--- src/rtl/decode_stage.sv ---
// RV32I(+M) decode stage: combinational decode of the incoming beat, with the
// decoded bundle buffered in a small FIFO and valid/ready handshakes on both sides.
module decode_stage #(
    parameter int PC_W     = 9,
    parameter int DEPTH    = 2,
    parameter int ENABLE_M = 0,
    parameter int DROP_NOP = 1
) (
    input  logic            clk,
    input  logic            reset,
    input  logic            flush,
    input  logic [31:0]     instruction,
    input  logic [PC_W-1:0] i_pc,
    input  logic            i_valid,
    output logic            o_ready,
    output logic            o_valid,
    input  logic            i_ready,
    output logic [PC_W-1:0] o_pc,
    output logic [4:0]      rs1,
    output logic [4:0]      rs2,
    output logic [4:0]      rd,
    output logic            ALUsrc,
    output logic            Branch,
    output logic [31:0]     immediate,
    output logic [3:0]      ALUOp,
    output logic [1:0]      FUtype,
    output logic            Memread,
    output logic            Memwrite,
    output logic            Regwrite,
    output logic            illegal
);

    localparam int AW = $clog2(DEPTH);
    localparam int CW = AW + 1;

    localparam logic [3:0] ALU_ADD  = 4'd0;
    localparam logic [3:0] ALU_SUB  = 4'd1;
    localparam logic [3:0] ALU_SLL  = 4'd2;
    localparam logic [3:0] ALU_SLT  = 4'd3;
    localparam logic [3:0] ALU_XOR  = 4'd4;
    localparam logic [3:0] ALU_SRL  = 4'd5;
    localparam logic [3:0] ALU_OR   = 4'd6;
    localparam logic [3:0] ALU_AND  = 4'd7;
    localparam logic [3:0] ALU_LUI  = 4'd8;
    localparam logic [3:0] ALU_AUI  = 4'd9;
    localparam logic [3:0] ALU_SRA  = 4'd10;
    localparam logic [3:0] ALU_SLTU = 4'd11;

    localparam logic [6:0] OPC_OP     = 7'b0110011;
    localparam logic [6:0] OPC_OPIMM  = 7'b0010011;
    localparam logic [6:0] OPC_LOAD   = 7'b0000011;
    localparam logic [6:0] OPC_STORE  = 7'b0100011;
    localparam logic [6:0] OPC_BRANCH = 7'b1100011;
    localparam logic [6:0] OPC_LUI    = 7'b0110111;
    localparam logic [6:0] OPC_AUIPC  = 7'b0010111;
    localparam logic [6:0] OPC_JAL    = 7'b1101111;
    localparam logic [6:0] OPC_JALR   = 7'b1100111;

    typedef struct packed {
        logic [PC_W-1:0] pc;
        logic [4:0]      rs1;
        logic [4:0]      rs2;
        logic [4:0]      rd;
        logic            alusrc;
        logic            branch;
        logic [31:0]     imm;
        logic [3:0]      aluop;
        logic [1:0]      futype;
        logic            memread;
        logic            memwrite;
        logic            regwrite;
        logic            illegal;
    } bundle_t;

    logic [6:0]  opcode;
    logic [2:0]  funct3;
    logic [6:0]  funct7;
    logic [31:0] imm_i, imm_s, imm_b, imm_u, imm_j;

    assign opcode = instruction[6:0];
    assign funct3 = instruction[14:12];
    assign funct7 = instruction[31:25];

    assign imm_i = {{20{instruction[31]}}, instruction[31:20]};
    assign imm_s = {{20{instruction[31]}}, instruction[31:25], instruction[11:7]};
    assign imm_b = {{19{instruction[31]}}, instruction[31], instruction[7],
                    instruction[30:25], instruction[11:8], 1'b0};
    assign imm_u = {instruction[31:12], 12'b0};
    assign imm_j = {{11{instruction[31]}}, instruction[31], instruction[19:12],
                    instruction[20], instruction[30:21], 1'b0};

    function automatic logic [3:0] alu_sel(input logic [2:0] f3, input logic sub, input logic sra);
        case (f3)
            3'b000:  alu_sel = sub ? ALU_SUB : ALU_ADD;
            3'b001:  alu_sel = ALU_SLL;
            3'b010:  alu_sel = ALU_SLT;
            3'b011:  alu_sel = ALU_SLTU;
            3'b100:  alu_sel = ALU_XOR;
            3'b101:  alu_sel = sra ? ALU_SRA : ALU_SRL;
            3'b110:  alu_sel = ALU_OR;
            default: alu_sel = ALU_AND;
        endcase
    endfunction

    bundle_t dec;

    always_comb begin
        dec    = '0;
        dec.pc = i_pc;
        case (opcode)
            OPC_OP: begin
                if (funct7 == 7'b0000001) begin
                    if (ENABLE_M != 0) begin
                        dec.rs1      = instruction[19:15];
                        dec.rs2      = instruction[24:20];
                        dec.rd       = instruction[11:7];
                        dec.futype   = 2'b11;
                        dec.aluop    = {1'b0, funct3};
                        dec.regwrite = 1'b1;
                    end else begin
                        dec.illegal = 1'b1;
                    end
                end else begin
                    dec.rs1      = instruction[19:15];
                    dec.rs2      = instruction[24:20];
                    dec.rd       = instruction[11:7];
                    dec.regwrite = 1'b1;
                    dec.aluop    = alu_sel(funct3, funct7 == 7'b0100000, funct7[5]);
                end
            end
            OPC_OPIMM: begin
                dec.rs1      = instruction[19:15];
                dec.rd       = instruction[11:7];
                dec.alusrc   = 1'b1;
                dec.regwrite = 1'b1;
                dec.imm      = imm_i;
                dec.aluop    = alu_sel(funct3, 1'b0, funct7[5]);
            end
            OPC_LOAD: begin
                dec.rs1      = instruction[19:15];
                dec.rd       = instruction[11:7];
                dec.alusrc   = 1'b1;
                dec.futype   = 2'b10;
                dec.memread  = 1'b1;
                dec.regwrite = 1'b1;
                dec.imm      = imm_i;
                dec.aluop    = {1'b0, funct3};
            end
            OPC_STORE: begin
                dec.rs1      = instruction[19:15];
                dec.rs2      = instruction[24:20];
                dec.alusrc   = 1'b1;
                dec.futype   = 2'b10;
                dec.memwrite = 1'b1;
                dec.imm      = imm_s;
                dec.aluop    = {1'b0, funct3};
            end
            OPC_BRANCH: begin
                dec.rs1    = instruction[19:15];
                dec.rs2    = instruction[24:20];
                dec.branch = 1'b1;
                dec.futype = 2'b01;
                dec.imm    = imm_b;
                dec.aluop  = {1'b0, funct3};
            end
            OPC_LUI, OPC_AUIPC: begin
                dec.rd       = instruction[11:7];
                dec.alusrc   = 1'b1;
                dec.regwrite = 1'b1;
                dec.imm      = imm_u;
                dec.aluop    = (opcode == OPC_LUI) ? ALU_LUI : ALU_AUI;
            end
            OPC_JAL: begin
                dec.rd       = instruction[11:7];
                dec.alusrc   = 1'b1;
                dec.branch   = 1'b1;
                dec.regwrite = 1'b1;
                dec.futype   = 2'b01;
                dec.imm      = imm_j;
                dec.aluop    = ALU_LUI;
            end
            OPC_JALR: begin
                dec.rs1      = instruction[19:15];
                dec.rd       = instruction[11:7];
                dec.alusrc   = 1'b1;
                dec.branch   = 1'b1;
                dec.regwrite = 1'b1;
                dec.futype   = 2'b01;
                dec.imm      = imm_i;
                dec.aluop    = ALU_AUI;
            end
            default: dec.illegal = 1'b1;
        endcase
        // Writes to x0 are architecturally discarded; stop them before rename.
        if (dec.rd == 5'd0) dec.regwrite = 1'b0;
    end

    bundle_t        mem [DEPTH];
    logic [AW-1:0]  wr_ptr, rd_ptr;
    logic [CW-1:0]  count;
    logic           is_nop, push, pop;

    assign o_ready = (count < CW'(DEPTH));
    assign o_valid = (count != '0);
    assign is_nop  = (DROP_NOP != 0) && (instruction == 32'h0000_0013);
    assign push    = i_valid && o_ready && !flush && !is_nop;
    assign pop     = o_valid && i_ready && !flush;

    always_ff @(posedge clk) begin
        if (reset || flush) begin
            count  <= '0;
            wr_ptr <= '0;
            rd_ptr <= '0;
        end else begin
            if (push) wr_ptr <= wr_ptr + 1'b1;
            if (pop)  rd_ptr <= rd_ptr + 1'b1;
            case ({push, pop})
                2'b10:   count <= count + 1'b1;
                2'b01:   count <= count - 1'b1;
                default: count <= count;
            endcase
        end
    end

    always_ff @(posedge clk) begin
        if (push) mem[wr_ptr] <= dec;
    end

    bundle_t head;
    assign head = o_valid ? mem[rd_ptr] : '0;

    assign o_pc      = head.pc;
    assign rs1       = head.rs1;
    assign rs2       = head.rs2;
    assign rd        = head.rd;
    assign ALUsrc    = head.alusrc;
    assign Branch    = head.branch;
    assign immediate = head.imm;
    assign ALUOp     = head.aluop;
    assign FUtype    = head.futype;
    assign Memread   = head.memread;
    assign Memwrite  = head.memwrite;
    assign Regwrite  = head.regwrite;
    assign illegal   = head.illegal;

endmodule

--- config.mk ---
export PLATFORM = sky130hd
export DESIGN_NAME = decode_stage
export DESIGN_NICKNAME = d
export VERILOG_FILES = /design/src/rtl/decode_stage.sv
export SDC_FILE = /design/constraint.sdc
export NUM_CORES = 1
export LEC_CHECK = 0
export BUFFER_PORTS_ARGS = -buffer_cell sky130_fd_sc_hd__buf_2
export CAP_MARGIN = 20
export CORE_MARGIN = 8
export CORE_UTILIZATION = 50
export DETAILED_ROUTE_END_ITERATION = 12
export MAX_ROUTING_LAYER = met4
export PLACE_DENSITY = 0.76
export SYNTH_ARGS = -nofsm -noshare
export SYNTH_HDL_FRONTEND = slang
export SYNTH_SLANG_ARGS = --single-unit
export TNS_END_PERCENT = 30
--- constraint.sdc ---
create_clock -name clk -period 5.95 [get_ports clk]
set_clock_uncertainty 0.2 [all_clocks]
set_input_delay 0.595 -clock clk [delete_from_list [all_inputs] [get_ports clk]]
set_output_delay 0.595 -clock clk [all_outputs]
set_load 0.01 [all_outputs]
==> flow_summary.ini <==
[sta]
finalSetupViolCount = 0
grt_setup_unrepaired = false
max_clock_freq_ghz = 0.3163
setup_tns_ns = 0
finalMaxSlewViolations = 0
finalHoldViolCount = 0
post-route-min-period_ns = 3.162
period_share_pct = 53.14
fin_ws_ns = 2.788
relSlewSlack_pct = 39.62
worstMarginPinSlew_ns = 0.9024

[pwr]
p_leak_uw = 0.003044
total_power_uw = 2346
power_frac_comb_pct = 5.7
power.net_switching_uw = 493.1
p_int_uw = 1853
share_seq_of_total_power_pct = 47.6
irDropWorstVdd_mv = 0.1880
p_per_area_mw_per_mm2 = 304.1
p_clk_share_pct = 46.7
switching_share_pct = 21.02

[floorplanning]
initial_core_util_pct = 50.82
io_pins = 116
placement_rows = 41
dieArea_mm2 = 0.01659
design.core.area_mm2 = 0.01252
die_y_um = 128.8
die_x_um = 128.8

[place]
dp_hpwl_mm = 10.37
gp_congestion = 0.8881
dp.cells = 742
pre_cts_slack_ns = 2.495
numPortBuffers = 115

[global_route]
use_met1_pct = 21.32
busiest_layer = met2
grt_pass1_vias = 4418
use_met3_pct = 4.965
antenna_found_initial = 0
gr-usage-all-layers_pct = 18.60
met2_usage_pct = 31.16
grt_max_degree = 55
grt_pass1_wl_mm = 22.68
grt.overflow.total = 0

[clock_tree]
cts_root_buffer = clkbuf_16
cts_max_path_buffers = 2
htree_num_levels = 4
tritoncts = built
cts-resized-gates = 0
ctsHoldBuffers = 0
path_clk_slew_ns = 0.06
cts_sinks = 141
insertion_delay_ns = 0.41
cts_buffers = 17
post_cts_buffers = 0

[status]
outcome = finished clean

[synth]
ys_seq_area_share_pct = 65.77
synth_area_mm2 = 0.006361
ys_ff_latch = 141
async_flop_share_pct = 0
synth_ff_type = edfxtp_1
yosys_warnings = 0
synth_edf_count = 136
avgSynthCellArea_um2 = 13.42
syn_inst = 474
syn-num-nets = 521
synth_cell_types = 54

[setup_path]
critPathTopFamily = buffers and inverters
crit_path_top_delay_cell = dfxtp_4
criticalPathCategory = reg2out
path_cells = buf_4 -> mux2i_1 -> nor2_1 -> buf_2
critPathLaunchType = register
crit_buf_inv = 2
required_ns = 5.16
cp.arrival_ns = 2.37
critPathMaxFanout = 35
max_stage_delay_ns = 0.71
crit_path_end_kind = primary output

[drt]
drc = 0
routed_wl_mm = 14.69
drt-initial-drc-count = 399
vias_per_cell = 5.497
drtAntennaViolNets = 0
vias = 4249
wl_per_cell_um = 19.00
dr.pass1.iters = 5

[layout]
final_nets = 636
finalNonFillerCells = 773
n_antenna_cell = 0
layout-drive-gt1-share_pct = 26.79
regArea_mm2 = 0.004188
nFillCells = 1014
utilization_pct = 61.65
multi_input_area_mm2 = 0.002053
area_growth_pct = 21.30

[flow_run]
cap_violations = 0

[min_path]
hold_path_class = in2reg
[area by class of cell]
type,count,share of cell area [%]
multi-input cells,302,26.61
inverters,7,0.3405
well taps,172,2.789
repair buffers,120,7.946
flip-flops and latches,141,54.27
clock inverters,14,2.530
clock buffers,17,5.513
[Yosys cell counts (7+ instances only)]
cell type / count / area [um2]
a21o_1: 20 / 150.1
inv_1: 7 / 26.28
clkbuf_1: 8 / 30.03
nor3_1: 10 / 50.05
buf_2: 12 / 60.06
and2_1: 21 / 131.4
nor2_1: 83 / 311.6
and3_1: 9 / 56.30
nand2_1: 9 / 33.78
edfxtp_1: 136 / 4084
a21oi_1: 7 / 35.03
mux2i_1: 70 / 700.7
[cell families after synthesis]
group	after synthesis	synth area share (%)
AO/OA/AOI/OAI	55	6.491
XOR/XNOR	4	0.5508
adder cells (fa/ha/maj)	1	0.1967
buffers and inverters	31	2.301
flip-flops	141	65.78
multiplexers	70	11.01
AND/OR/NAND/NOR	172	13.67
[flip-flops by register name, indices dropped and copies added (netlist names), named ones only]
name / cells
rd_ptr: 1
count: 2
mem: 136
wr_ptr: 1
[path summary, 6_finish.rpt]
kind,startpoint,to,slack [ns],depth (start not counted)
worst min register to register,rd_ptr,register,0.38,2
worst min-delay path,i_pc[8],mem[0][67],0.17,1
worst max-delay path,register,Memwrite,2.79,4
worst max register to register,count[1],mem[0][28],3.00,4
[power by group through the flow]
stage                     logic [uW]  registers, uW  clock network [uW]
final                            134           1120                1100
after global routing             147           1120                1160
after CTS                        135           1120                1110
after detailed placement         135           1140                   0
after global placement           131           1140                   0
after floorplan                 76.5           1140                   0
[per-layer routing]
layer / share of wire [%] / vias to the layer above / wire length [um]
li1: - / 2001 / -
met1: 40 / 2047 / 5923
met2: 51 / 183 / 7457
met3: 7.7 / 18 / 1125
met4: 1.2 / 0 / 180
met5: 0 / - / 0
[placed cells by master, fill, tap and decap left out, drive strengths merged, types with 4 or more instances in the layout]
cell	n
a21o	20
a21oi	8
a22o	4
a31oi	4
and2	21
and3	9
buf	120
bufinv	4
clkbuf	17
clkinv	6
dfxtp	5
edfxtp	136
inv	8
mux2i	70
nand2	9
nand2b	6
nand3	6
nand4	5
nor2	84
nor2b	5
nor3	10
nor4	5
[per-stage QoR]
| step | instance area [um2] | hold WS [ns] |
|---|---|---|
| global route | 7716 | 0.1427 |
| CTS | 7716 | 0.1553 |
| finish | 7716 | 0.1711 |
| global placement | 7096 | 0.3451 |
| floorplan | 6361 | 0.3200 |
| detailed placement | 7096 | 0.3584 |
[worst reg2reg max path, cell delays in order (launching register included)]
cell and delay [ns]:
dfxtp_1 0.38, nor3b_1 0.47, o31ai_1 0.32, nor2_4 0.53, buf_4 0.65
Note: power is estimated with default switching activity, not from simulation.
